**config.mk**
```make
export PLATFORM = sky130hd
export DESIGN_NAME = regfile_mp
export DESIGN_NICKNAME = d
export VERILOG_FILES = /design/src/rtl/regfile_pkg.sv /design/src/rtl/regfile_read_port.sv /design/src/rtl/regfile_mp.sv
export SDC_FILE = /design/constraint.sdc
export NUM_CORES = 1
export LEC_CHECK = 0
export CAP_MARGIN = 20
export CORE_ASPECT_RATIO = 1.2
export CORE_MARGIN = 2
export CORE_UTILIZATION = 47
export DETAILED_ROUTE_END_ITERATION = 10
export GPL_ROUTABILITY_DRIVEN = 0
export PLACE_DENSITY = 0.67
export SLEW_MARGIN = 10
export SYNTH_ARGS = -nofsm -noshare
export SYNTH_HDL_FRONTEND = slang
export SYNTH_SLANG_ARGS = --single-unit
```
**constraint.sdc**
```tcl
create_clock -name clk -period 3.4 [get_ports clk]
set_input_delay 0.68 -clock clk [delete_from_list [all_inputs] [get_ports clk]]
set_output_delay 0.68 -clock clk [all_outputs]
set_load 0.05 [all_outputs]
```
**src/rtl/regfile_pkg.sv**
```systemverilog
// Shared types and default parameter values for the multi-read-port register file.
package regfile_pkg;

    // Controller state: INIT fills the array with index values, RUN serves reads/writes.
    typedef enum logic [0:0] {
        INIT = 1'b0,
        RUN  = 1'b1
    } rf_state_t;

    // Default geometry of the datapath register file.
    localparam int RF_DATA_W   = 32;
    localparam int RF_ADDR_W   = 5;
    localparam int RF_NUM_READ = 2;
    localparam int RF_ZERO_REG = 31;

endpackage : regfile_pkg

```
**src/rtl/regfile_read_port.sv**
```systemverilog
// One registered read port: zero-register check, same-cycle write bypass,
// array mux and output register. hold_zero forces the output to 0 while the
// file is still initialising.
module regfile_read_port
    import regfile_pkg::*;
#(
    parameter int DATA_W   = RF_DATA_W,
    parameter int ADDR_W   = RF_ADDR_W,
    parameter int ZERO_REG = RF_ZERO_REG
) (
    input  logic              clk,
    input  logic              reset,
    input  logic              hold_zero,
    input  logic [ADDR_W-1:0] rd_addr,
    input  logic              wr_en,
    input  logic [ADDR_W-1:0] wr_addr,
    input  logic [DATA_W-1:0] wr_data,
    input  logic [DATA_W-1:0] mem [2**ADDR_W],
    output logic [DATA_W-1:0] rd_data
);

    localparam logic [ADDR_W-1:0] ZERO_ADDR = ADDR_W'(ZERO_REG);

    logic [DATA_W-1:0] data_nxt_s;
    logic [DATA_W-1:0] data_r;

    // Select the value this port will present after the next edge.
    always_comb begin
        data_nxt_s = '0;
        if (hold_zero) begin
            data_nxt_s = '0;
        end else if (rd_addr == ZERO_ADDR) begin
            // Zero register wins over the bypass, so a discarded write never leaks out.
            data_nxt_s = '0;
        end else if (wr_en && (wr_addr == rd_addr)) begin
            data_nxt_s = wr_data;
        end else begin
            data_nxt_s = mem[rd_addr];
        end
    end

    // Output register, cleared asynchronously by reset.
    always_ff @(posedge clk or posedge reset) begin
        if (reset) begin
            data_r <= '0;
        end else begin
            data_r <= data_nxt_s;
        end
    end

    assign rd_data = data_r;

endmodule : regfile_read_port

```
**src/rtl/regfile_mp.sv**
```systemverilog
// Parametrised register file with NUM_READ registered read ports, one write
// port and same-cycle write-to-read bypass. After reset the array is filled
// with each register's own index (zero register gets 0) before ready rises.
module regfile_mp
    import regfile_pkg::*;
#(
    parameter int DATA_W   = RF_DATA_W,
    parameter int ADDR_W   = RF_ADDR_W,
    parameter int NUM_READ = RF_NUM_READ,
    parameter int ZERO_REG = RF_ZERO_REG
) (
    input  logic                       clk,
    input  logic                       reset,
    input  logic [NUM_READ*ADDR_W-1:0] rd_addr,
    output logic [NUM_READ*DATA_W-1:0] rd_data,
    input  logic                       wr_en,
    input  logic [ADDR_W-1:0]          wr_addr,
    input  logic [DATA_W-1:0]          wr_data,
    output logic                       ready,
    output logic                       wr_drop
);

    localparam int                DEPTH     = 2**ADDR_W;
    localparam logic [ADDR_W-1:0] ZERO_ADDR = ADDR_W'(ZERO_REG);
    localparam logic [ADDR_W-1:0] LAST_ADDR = ADDR_W'(DEPTH - 1);
    localparam logic [ADDR_W-1:0] ONE_ADDR  = ADDR_W'(1);

    rf_state_t         state_r;
    rf_state_t         state_nxt_s;
    logic [ADDR_W-1:0] cnt_r;
    logic [ADDR_W-1:0] cnt_nxt_s;
    logic              ready_r;
    logic              ready_nxt_s;
    logic              drop_r;
    logic              drop_nxt_s;

    logic              mem_we_s;
    logic [ADDR_W-1:0] mem_waddr_s;
    logic [DATA_W-1:0] mem_wdata_s;
    logic [DATA_W-1:0] mem_r [DEPTH];

    // State, init counter and registered status outputs.
    always_ff @(posedge clk or posedge reset) begin
        if (reset) begin
            state_r <= INIT;
            cnt_r   <= '0;
            ready_r <= 1'b0;
            drop_r  <= 1'b0;
        end else begin
            state_r <= state_nxt_s;
            cnt_r   <= cnt_nxt_s;
            ready_r <= ready_nxt_s;
            drop_r  <= drop_nxt_s;
        end
    end

    // Next state: leave INIT after the last array location has been written.
    always_comb begin
        state_nxt_s = state_r;
        case (state_r)
            INIT: begin
                if (cnt_r == LAST_ADDR) begin
                    state_nxt_s = RUN;
                end else begin
                    state_nxt_s = INIT;
                end
            end
            RUN: begin
                state_nxt_s = RUN;
            end
            default: begin
                state_nxt_s = INIT;
            end
        endcase
    end

    // Per-state outputs: init fill or external write, status flags, counter step.
    always_comb begin
        cnt_nxt_s   = cnt_r;
        ready_nxt_s = 1'b0;
        drop_nxt_s  = 1'b0;
        mem_we_s    = 1'b0;
        mem_waddr_s = cnt_r;
        mem_wdata_s = '0;
        case (state_r)
            INIT: begin
                cnt_nxt_s   = cnt_r + ONE_ADDR;
                ready_nxt_s = (cnt_r == LAST_ADDR);
                // Any write attempt while initialising is dropped and flagged.
                drop_nxt_s  = wr_en;
                mem_we_s    = 1'b1;
                mem_waddr_s = cnt_r;
                if (cnt_r == ZERO_ADDR) begin
                    mem_wdata_s = '0;
                end else begin
                    mem_wdata_s = DATA_W'(cnt_r);
                end
            end
            RUN: begin
                cnt_nxt_s   = cnt_r;
                ready_nxt_s = 1'b1;
                drop_nxt_s  = 1'b0;
                if (wr_en && (wr_addr != ZERO_ADDR)) begin
                    mem_we_s    = 1'b1;
                    mem_waddr_s = wr_addr;
                    mem_wdata_s = wr_data;
                end else begin
                    // Writes to the zero register are silently discarded.
                    mem_we_s    = 1'b0;
                    mem_waddr_s = wr_addr;
                    mem_wdata_s = '0;
                end
            end
            default: begin
                cnt_nxt_s   = '0;
                ready_nxt_s = 1'b0;
                drop_nxt_s  = 1'b0;
                mem_we_s    = 1'b0;
            end
        endcase
    end

    // Storage array; contents are rebuilt by the init sequence, not by reset.
    always_ff @(posedge clk) begin
        if (mem_we_s) begin
            mem_r[mem_waddr_s] <= mem_wdata_s;
        end
    end

    // One independent read port per requested reader.
    for (genvar p = 0; p < NUM_READ; p++) begin : g_rd
        regfile_read_port #(
            .DATA_W   (DATA_W),
            .ADDR_W   (ADDR_W),
            .ZERO_REG (ZERO_REG)
        ) u_port (
            .clk       (clk),
            .reset     (reset),
            .hold_zero (!ready_r),
            .rd_addr   (rd_addr[p*ADDR_W +: ADDR_W]),
            .wr_en     (wr_en),
            .wr_addr   (wr_addr),
            .wr_data   (wr_data),
            .mem       (mem_r),
            .rd_data   (rd_data[p*DATA_W +: DATA_W])
        );
    end

    assign ready   = ready_r;
    assign wr_drop = drop_r;

endmodule : regfile_mp

```
# Word level (Yosys, flattened, before mapping)
# Index checks and enable logic that the tools add are counted.
classes:
  addsub: 1
  order_cmp: 4
  n_eq_ne: 6
  n_mux: 26
  bitwise_logic: 4
  n_reduce_logical: 4
ops:
  columns: ["operator", "count"]
  rows:
  - ["$bwmux W1024", 1]
  - ["$mux W32", 12]
  - ["$bmux W32 S5", 2]
  - ["$demux W32 S5", 1]
  - ["$pmux W32 S2", 1]
  - ["$ge A6 B6 Y1 const B", 3]
  - ["$not A5 Y6", 3]
  - ["$eq A5 B5 Y1 const B", 3]
  - ["$eq A5 B5 Y1", 2]
  - ["$mux W5", 2]
  - ["$pmux W5 S2", 1]
  - ["$pmux W1 S2", 4]
  - ["$lt A6 B1 Y1 const B", 1]
  - ["$add A5 B1 Y5 const B", 1]
  - ["$ne A5 B5 Y1 const B", 1]
  - ["$logic_and A1 B1 Y1", 4]
  - ["$mux W1", 2]
  - ["$not A1 Y1", 1]
totals:
  ff_bits: 1096
  input_bits: 50
  output_inout_bits: 66
  wordCells: 83

# Logic depth before layout (Yosys ltp)
# Gate-level depths: netlist (run 1).
logic_depth:
  ltp_word: 8
  depth_mapped: 9
  depth_no_buf: 6

# Cells and area by module
# Synthesis (run 1) repeated with hierarchy kept, for this count alone.
unflattened:
  cells_unflattened: 2836
  hier_area_um2: 50394.6
by_module_without_submodules:
  columns: ["module", "n_inst", "cells_per_inst", "area_each_um2", "seq_area_each_um2"]
  rows:
  - ["regfile_mp", 1, 1162, 31771.7, 30924.7]
  - ["regfile_read_port", 2, 837, 9311.4, 800.8]

# Worst setup path before layout (run 1)
# No wires, ideal clock.
synth_path:
  kind: "register to register"
  from: "reg, netlist name ready"
  to: "reg mem_r[448] (netlist name) (enable)"
  setup_time_ns: 0.421
  t_arrival_ns: 3.063
  required_time_ns: 2.979
  path_slack_ns: -0.084
  path_stages_with_launch: 6
  path_buffers: 2
  period_less_slack_ns: 3.484
  cell_sequence: "dfrtp_1 -> clkbuf_1 -> clkbuf_1 -> nand4b_1 -> o31a_1 -> nor2_1"
synth_lines:
  columns: ["item", "line", "source"]
  rows:
  - ["end signal, assigned by index", "regfile_mp.sv:126", "mem_r[mem_waddr_s] <= mem_wdata_s;"]
  - ["end, declared", "regfile_mp.sv:40", "logic [DATA_W-1:0] mem_r [DEPTH];"]

==> results of run 1 <==
## flip-flops by register name, indices dropped and copies added, names as in the netlist
register	count
mem_r	1024
g_rd.u_port.rd_data	64
cnt_r	5
ready	1
wr_drop	1
## placed cells by master, fill, tap and decap left out, drive strengths merged, types with 37 or more instances in the layout
cell and instances:
edfxtp 1024, a221oi 63, nor2b 37, a22oi 161
mux4 449, mux2i 160, nand2 84, dfrtp 71
a211oi 60, nor2 43, clkbuf 131, clkinv 39
clkdlybuf4s50 108, buf 187
## layer usage
layer	GRT usage [%]	share of wire [%]	up-vias
li1	-	-	11596
met1	38.1	36	15935
met2	47.0	49	2137
met3	6.73	11	442
met4	13.0	4.8	2
met5	0	0.0082	-
## kinds of logic after synthesis
logic type                 Yosys count
muxes                              613
xor gates and xnor gates            13
DFF                               1095
and+or+nand+nor                    215
adders and majority gates            3
AOI/OAI and AO/OA                  428
buffers and inverters              227
## worst reg2reg max path, stage by stage (launching register included)
cell,delay [ns]
sky130_fd_sc_hd__dfrtp_1,0.53
sky130_fd_sc_hd__buf_4,0.26
sky130_fd_sc_hd__inv_1,0.33
sky130_fd_sc_hd__a31oi_2,0.22
sky130_fd_sc_hd__nor2_4,0.94
sky130_fd_sc_hd__buf_4,0.39
## through the flow
step	power, µW	instance area [µm²]	cells
after floorplan	17000	50100	2594
after global placement	18100	54400	4061
after detailed placement	18100	54400	4062
after CTS	30300	58100	4257
after global routing	30900	58100	4261
final	30200	58100	4262
## layout make-up
class | count | area [µm²] | area share [%]
timing repair buffer | 295 | 3400 | 5.85
antenna | 1 | 2.50 | 0.00430
inverter | 8 | 32.5 | 0.0559
sequential | 1095 | 32500 | 55.9
clock inverter | 64 | 805 | 1.38
tap | 1396 | 1750 | 3.00
multi-input combinational | 1272 | 16800 | 28.9
clock buffer | 131 | 2830 | 4.86
## power by group through the flow
stage | registers [µW] | logic, µW | clock network [µW]
finish | 15000 | 2880 | 12400
global route | 15000 | 2980 | 13000
CTS | 15000 | 2840 | 12500
detailed placement | 15300 | 2830 | 0
global placement | 15300 | 2790 | 0
floorplan | 15500 | 1440 | 0
## worst max-delay path by stage
stage                                       to  slack (ns)  depth (start not counted)
after floorplan           mem_r[448]$_DFFE_PP_       -0.08                          5
after global placement    mem_r[528]$_DFFE_PP_        0.05                          7
after detailed placement  mem_r[471]$_DFFE_PP_        0.05                          7
after CTS                 mem_r[522]$_DFFE_PP_        0.48                          5
after global routing      mem_r[526]$_DFFE_PP_        0.38                          5
final                     mem_r[526]$_DFFE_PP_        0.43                          5
==> summary.md, run 1 <==
| Metric | Value |
|---|---|
| Required arrival time at the worst endpoint | `about 3.8 ns` |
| Worst hold margin | `roughly 0.4 ns` |
| Share of the clock period used by the worst path after layout | `87.5%` |
| Remaining max-slew budget at the tightest pin | `a little over a fifth` |
| H-tree lvl count | `3` |
| Final setup margin | `about 0.43 ns` |
| Layout overhead on the synthesized area | `16.0%` |
| Die span in x | `302 µm` |
| Delay-heaviest family, CP | `buffers and inverters` |
| CTS Sinks | `1095` |
| Fill count | `approximately 8000` |
| First-pass detailed-route iteration total | `6` |
| Leading cell types by count after synthesis | `sky130_fd_sc_hd__edfxtp_1 (1024), sky130_fd_sc_hd__mux4_2 (449), sky130_fd_sc_hd__a22oi_1 (161)` |
| Path type of the worst setup path | `reg2reg` |
| Number of buffers created by CTS | `between 100 and 150` |
| Share of total power consumed by net switching | `23.2%` |
| Leading area contributor after synthesis | `sky130_fd_sc_hd__edfxtp_1` |
| Number of global-route vias before repair | `30725` |
| DP Worst Slack | `about 0.053 ns` |
| Post-synthesis mux area share | `23.5%` |
| Final core utilization | `54.8%` |
| Xor-xnor portion of the synthesized cell area | `0.227%` |
| Largest family of logic cells by synthesized area | `multiplexers` |
| EDFF count, synth | `1024` |
| Worst r2r dst | `mem_r[526]$_DFFE_PP_` |
| Synthesized net count | `2647` |
| Result of the run | `complete, no violations` |
| Worst path max stage delay | `0.94 ns` |
| Type of element capturing the critical path | `flop` |
| Final hold viol count | `0` |
| DRC violation total after the first TritonRoute iteration | `3765` |
| Max Root-Sink Buffers | `3` |
| Reg-to-reg setup timing slack | `0.43 ns` |
| Post-route clock skew | `between 0.03 and 0.04 ns` |
| Highest net fanout along the worst path | `21` |
| Register share of total power | `49.6%` |
| Cell types with the largest area share after synthesis | `sky130_fd_sc_hd__edfxtp_1 (61%), sky130_fd_sc_hd__mux4_2 (20%), sky130_fd_sc_hd__dfrtp_1 (3.5%)` |
| Number of nets at the end of the flow | `2830` |
| Distinct cell type count of the synthesized netlist | `46` |
| Standard-cell rows | `around 130` |
| Top cell type's share of synthesized area | `61.3%` |
| Per-instance average area after synthesis | `19.3 µm²` |
| Vias per inst | `7.07` |
| Buffering stage count on the worst path with inverters included | `3` |
| Cell chain of the critical path | `buf_4, inv_1, a31oi_2, nor2_4, buf_4` |
| Pleak | `approximately 0.020 µW` |
| Synth async-reset ratio | `6.48%` |
| Share of the synthesized area in compound gates (AO/OA/AOI/OAI) | `6.95%` |
| Total negative setup slack | `0 ns` |
| Area share of fa/ha/maj cells after synthesis | `less than 1%` |
| Pin count of the biggest net entering global routing | `between 90 and 100` |
| Total of flip-flops plus latches after synthesis | `1095` |
| Final max-slew violation count | `0` |
| P_sw | `7000 µW` |
| Fraction of final layout cells with drive strength greater than 1 | `31.9%` |
| Boundary pin count | `between 100 and 150` |
| Area of the placeable core | `106000 µm²` |
| Wire length of the first global-routing pass | `about 220 mm` |
| Starting density of the core | `47.3%` |
| Tightest Hold Check Type | `in2async` |
| Clock latency at the later pin of the worst-skew pair | `0.70 ns` |
| Combinational share of power | `9.5%` |
| CP Data Arrival Time | `3.37 ns` |
| Total grt overflow | `0` |
| Cell at the root of the clock tree | `sky130_fd_sc_hd__clkbuf_16` |
| Slew of the pin with the lowest slew margin | `approximately 1.2 ns` |
| Number of synthesis warnings | `0` |
| Post-CTS setup buffer count | `0` |
| Final Setup Violations | `0` |
| Max Clk Rate | `336 MHz` |
| Areal power density over the cells | `520 nW/µm²` |
| Clock Power Share | `40.9%` |
| Remaining antenna violation count | `0` |
| RSZ-0062 raised after global routing | `false` |
| Slowest library cell on the worst path | `sky130_fd_sc_hd__nor2_4` |
| Die extent in y | `362 µm` |
| Total internal power | `23200 µW` |
| Number of instances in the synthesized netlist | `2594` |
| Clock slew seen by the registers of the worst setup and hold paths | `0.07 ns` |
| GRT Resource Usage Total | `29.2%` |
| Initial antenna violation count | `4` |
| Average routed wire per standard cell | `37.2 µm` |
| Reg2reg start | `ready$_DFF_PP0_` |
| Number of max-capacitance violations reported | `0` |
| Sequential cell area fraction in the yosys report | `roughly 65%` |
| Total wirelength of the detailed-routed design | `159 mm` |
| DRC violations left | `0` |
| Vias | `30112` |
| Simple-gate share of the synthesized area | `2.04%` |
| Hold-fix buffer count after cts | `0` |
| Die Footprint | `109000 µm²` |
| Most common cell in the netlist | `sky130_fd_sc_hd__edfxtp_1` |
| CTS tree | `done` |
| Number of port buffers | `115` |
| Setup crit start kind | `flop` |
| Worst setup path start | `ready$_DFF_PP0_` |
| Post-cts resize count | `0` |
| Most frequent cell on the critical path | `sky130_fd_sc_hd__buf_4` |
| Worst Reg-to-Reg Cells | `5` |
| Shortest period the worst path allows | `2.97 ns` |
| Total standard cell area after synthesis | `50100 µm²` |
| Highest ir drop seen on vdd | `0.367 mV` |
| Ys flop type | `sky130_fd_sc_hd__edfxtp_1` |
| Half-perimeter wire length after placement | `93.5 mm` |
No activity file was read; power rests on OpenSTA's default activity.
==> run 2, diff against run 1 <==
SETUP_SLACK_MARGIN = 0.3   (was not set)
==> run 2 against run 1 <==
Combinational power about the same; clock power decreased by 6%; clock-buffer cell count increased by 4; worst hold slack got worse by 0.043 ns; critical path type is now in2reg; largest cell class unchanged; largest power group unchanged.
==> summary.md, run 2 (synthesized netlist as in run 1, its figures left out) <==
| Metric | Value |
|---|---|
| Cell at the root of the clock tree | `sky130_fd_sc_hd__clkbuf_16 (unchanged)` |
| Required arrival time at the worst endpoint | `3.82 ns (was 3.79 ns)` |
| Count of placed standard cells including taps | `4086 (was 4062)` |
| Slowest library cell on the worst path | `sky130_fd_sc_hd__nor2_4 (unchanged)` |
| CTS tree | `done (unchanged)` |
| Power, Total | `29500 µW (was 30200 µW)` |
| Starting density of the core | `47.3% (unchanged)` |
| Remaining antenna violation count | `0 (unchanged)` |
| Die Footprint | `109000 µm² (unchanged)` |
| Highest net fanout along the worst path | `17 (was 21)` |
| Wire length of the first global-routing pass | `226 mm (was 225 mm)` |
| Total grt overflow | `0 (unchanged)` |
| Die extent in y | `362 µm (unchanged)` |
| Cell chain of the critical path | `clkdlybuf4s50_1, nand3_1, o21ai_0, nor2_1, a31oi_2, buf_12, nor2_4, buf_12 (was buf_4, inv_1, a31oi_2, nor2_4, buf_4)` |
| Areal power density over the cells | `508 nW/µm² (was 520 nW/µm²)` |
| Worst path max stage delay | `0.71 ns (was 0.94 ns)` |
| Flip-flop and latch area | `32500 µm² (unchanged)` |
| Commonest cells after routing, fill and taps aside | `sky130_fd_sc_hd__edfxtp_1 (1024), sky130_fd_sc_hd__mux4_2 (449), sky130_fd_sc_hd__a22oi_1 (161) (unchanged)` |
| CTS Sinks | `1095 (unchanged)` |
| Footprint of the multi-input gates | `16800 µm² (about the same)` |
| First-pass detailed-route iteration total | `6 (unchanged)` |
| Number of buffers created by CTS | `101 (was 105)` |
| Highest ir drop seen on vdd | `0.373 mV (was 0.367 mV)` |
| GRT Resource Usage Total | `29.5% (was 29.2%)` |
| Number of global-route vias before repair | `31092 (was 30725)` |
| Max FFs per register | `1024 (unchanged)` |
| Path type of the worst setup path | `in2reg (was reg2reg)` |
| Worst Reg-to-Reg Cells | `7 (was 5)` |
| Pleak | `0.0200 µW (was 0.0201 µW)` |
| Total wirelength of the detailed-routed design | `160 mm (was 159 mm)` |
| Final Setup Violations | `0 (unchanged)` |
| Met2 Resource Use GR | `47.6% (was 47.0%)` |
| Antenna Cells | `0 (was 1)` |
| Result of the run | `complete, no violations (unchanged)` |
| RSZ-0062 raised after global routing | `false (unchanged)` |
| Final max-slew violation count | `0 (unchanged)` |
| Post-CTS setup buffer count | `0 (unchanged)` |
| Number of port buffers | `115 (unchanged)` |
| Vias | `30038 (was 30112)` |
| DRC violation total after the first TritonRoute iteration | `3960 (was 3765)` |
| Grt peak-use layer | `met2 (unchanged)` |
| Remaining max-slew budget at the tightest pin | `25.2% (was 21.9%)` |
| Boundary pin count | `116 (unchanged)` |
| CP Data Arrival Time | `3.22 ns (was 3.37 ns)` |
| H-tree lvl count | `3 (unchanged)` |
| Fill count | `7953 (was 7855)` |
| Half-perimeter wire length after placement | `94.4 mm (was 93.5 mm)` |
| Layout overhead on the synthesized area | `15.9% (was 16.0%)` |
| Share of the clock period used by the worst path after layout | `82.3% (was 87.5%)` |
| Clock slew seen by the registers of the worst setup and hold paths | `0.07 ns (about the same)` |
| Die span in x | `302 µm (unchanged)` |
| Standard-cell rows | `131 (unchanged)` |
| Number of nets at the end of the flow | `2848 (was 2830)` |
| Setup crit start kind | `input pin (was flop)` |
| Final hold viol count | `0 (unchanged)` |
| Leading cell type in the layout, fill and taps excluded | `sky130_fd_sc_hd__edfxtp_1 (unchanged)` |
| Max Clk Rate | `357 MHz (was 336 MHz)` |
| Final standard cell count with taps included and fillers excluded | `4279 (was 4262)` |
| Area of the placeable core | `106000 µm² (unchanged)` |
| Average routed wire per standard cell | `37.3 µm (was 37.2 µm)` |
| Fraction of final layout cells with drive strength greater than 1 | `32.2% (was 31.9%)` |
| GRT met1 Usage | `38.2% (was 38.1%)` |
| Slew of the pin with the lowest slew margin | `1.12 ns (was 1.17 ns)` |
| Register with the most flip-flops | `mem_r (unchanged)` |
| Met3 track utilization from global routing | `7.07% (was 6.73%)` |
| Clock latency at the later pin of the worst-skew pair | `0.72 ns (was 0.70 ns)` |
| Hold-fix buffer count after cts | `0 (unchanged)` |
| Most frequent cell on the critical path | `sky130_fd_sc_hd__buf_12 (was sky130_fd_sc_hd__buf_4)` |
| Type of element capturing the critical path | `flop (unchanged)` |
| Vias per inst | `7.02 (was 7.07)` |
| DRC violations left | `0 (unchanged)` |
| Initial antenna violation count | `4 (unchanged)` |
| Shortest period the worst path allows | `2.80 ns (was 2.97 ns)` |
| Post-cts resize count | `0 (unchanged)` |
| Tightest Hold Check Type | `in2async (unchanged)` |
| Post-route clock skew | `0.0454 ns (was 0.0338 ns)` |
| Pin count of the biggest net entering global routing | `88 (was 94)` |
| Max Root-Sink Buffers | `3 (unchanged)` |
| Number of max-capacitance violations reported | `0 (unchanged)` |
run 2: changes by cell type in the layout (fill, tap and decap cells not counted), moves of 2 or more:
cell,previous run,this run
sky130_fd_sc_hd__clkbuf_1,17,28
sky130_fd_sc_hd__clkbuf_16,106,103
sky130_fd_sc_hd__buf_12,67,72
sky130_fd_sc_hd__inv_6,0,3
sky130_fd_sc_hd__buf_4,109,129
sky130_fd_sc_hd__buf_8,6,4
sky130_fd_sc_hd__clkinv_2,20,22
sky130_fd_sc_hd__clkbuf_8,8,4
sky130_fd_sc_hd__clkinv_1,15,10
sky130_fd_sc_hd__bufinv_16,18,11
run 2: worst paths after layout:
path,startpoint,to,slack (ns)
setup / recovery,wr_addr[2],mem_r[16]$_DFFE_PP_,0.60
hold / removal,reset,g_rd[0].u_port.rd_data[8]$_DFF_PP0_,0.35
setup reg to reg,ready$_DFF_PP0_,mem_r[945]$_DFFE_PP_,0.66
hold reg to reg,cnt_r[2]$_DFFE_PP0N_,cnt_r[2]$_DFFE_PP0N_,0.54
max in group asynchronous,reset,g_rd[0].u_port.rd_data[22]$_DFF_PP0_,2.35
min in group clk,cnt_r[2]$_DFFE_PP0N_,cnt_r[2]$_DFFE_PP0N_,0.54
run 2: critical path: cells and delay by family:
| kind | cells | cell delay [ns] |
|---|---|---|
| buf+inv | 3 | 1.17 |
| simple gates | 3 | 1.12 |
| compound gates | 2 | 0.21 |
run 2: layer usage:
layer | up-vias | share of wire [%]
met5 | - | 0.011
met4 | 4 | 4.7
met3 | 459 | 12
met2 | 2104 | 49
met1 | 15831 | 35
li1 | 11640 | -
run 2: cell type report:
cell class | count | share of cell area, %
Inverter | 8 | 0.0560
Clock inverter | 56 | 1.09
Clock buffer | 135 | 4.71
Sequential cell | 1095 | 56.0
Multi-Input combinational cell | 1272 | 28.9
Timing Repair Buffer | 317 | 6.22
Tap cell | 1396 | 3.01
run 2: power breakdown:
group          switching (µW)  internal (µW)  leakage [µW]
logic                    1820           1080       0.00712
clock network            5100           6540       0.00164
registers                 102          14900        0.0113
total                    7020          22500        0.0200
run 2: metrics by stage:
step                hold slack [ns]  TNS, ns  setup WS [ns]  utilization (%)  cell area [µm²]
floorplan                     0.472   -35.29        -0.0843                -            50100
global placement              0.513        0         0.0243             51.6            54700
detailed placement            0.515    -1.96        -0.0629             51.6            54700
CTS                           0.333        0          0.313             54.7            58000
global route                  0.377        0          0.501             54.8            58100
finish                        0.346        0          0.601             54.8            58100
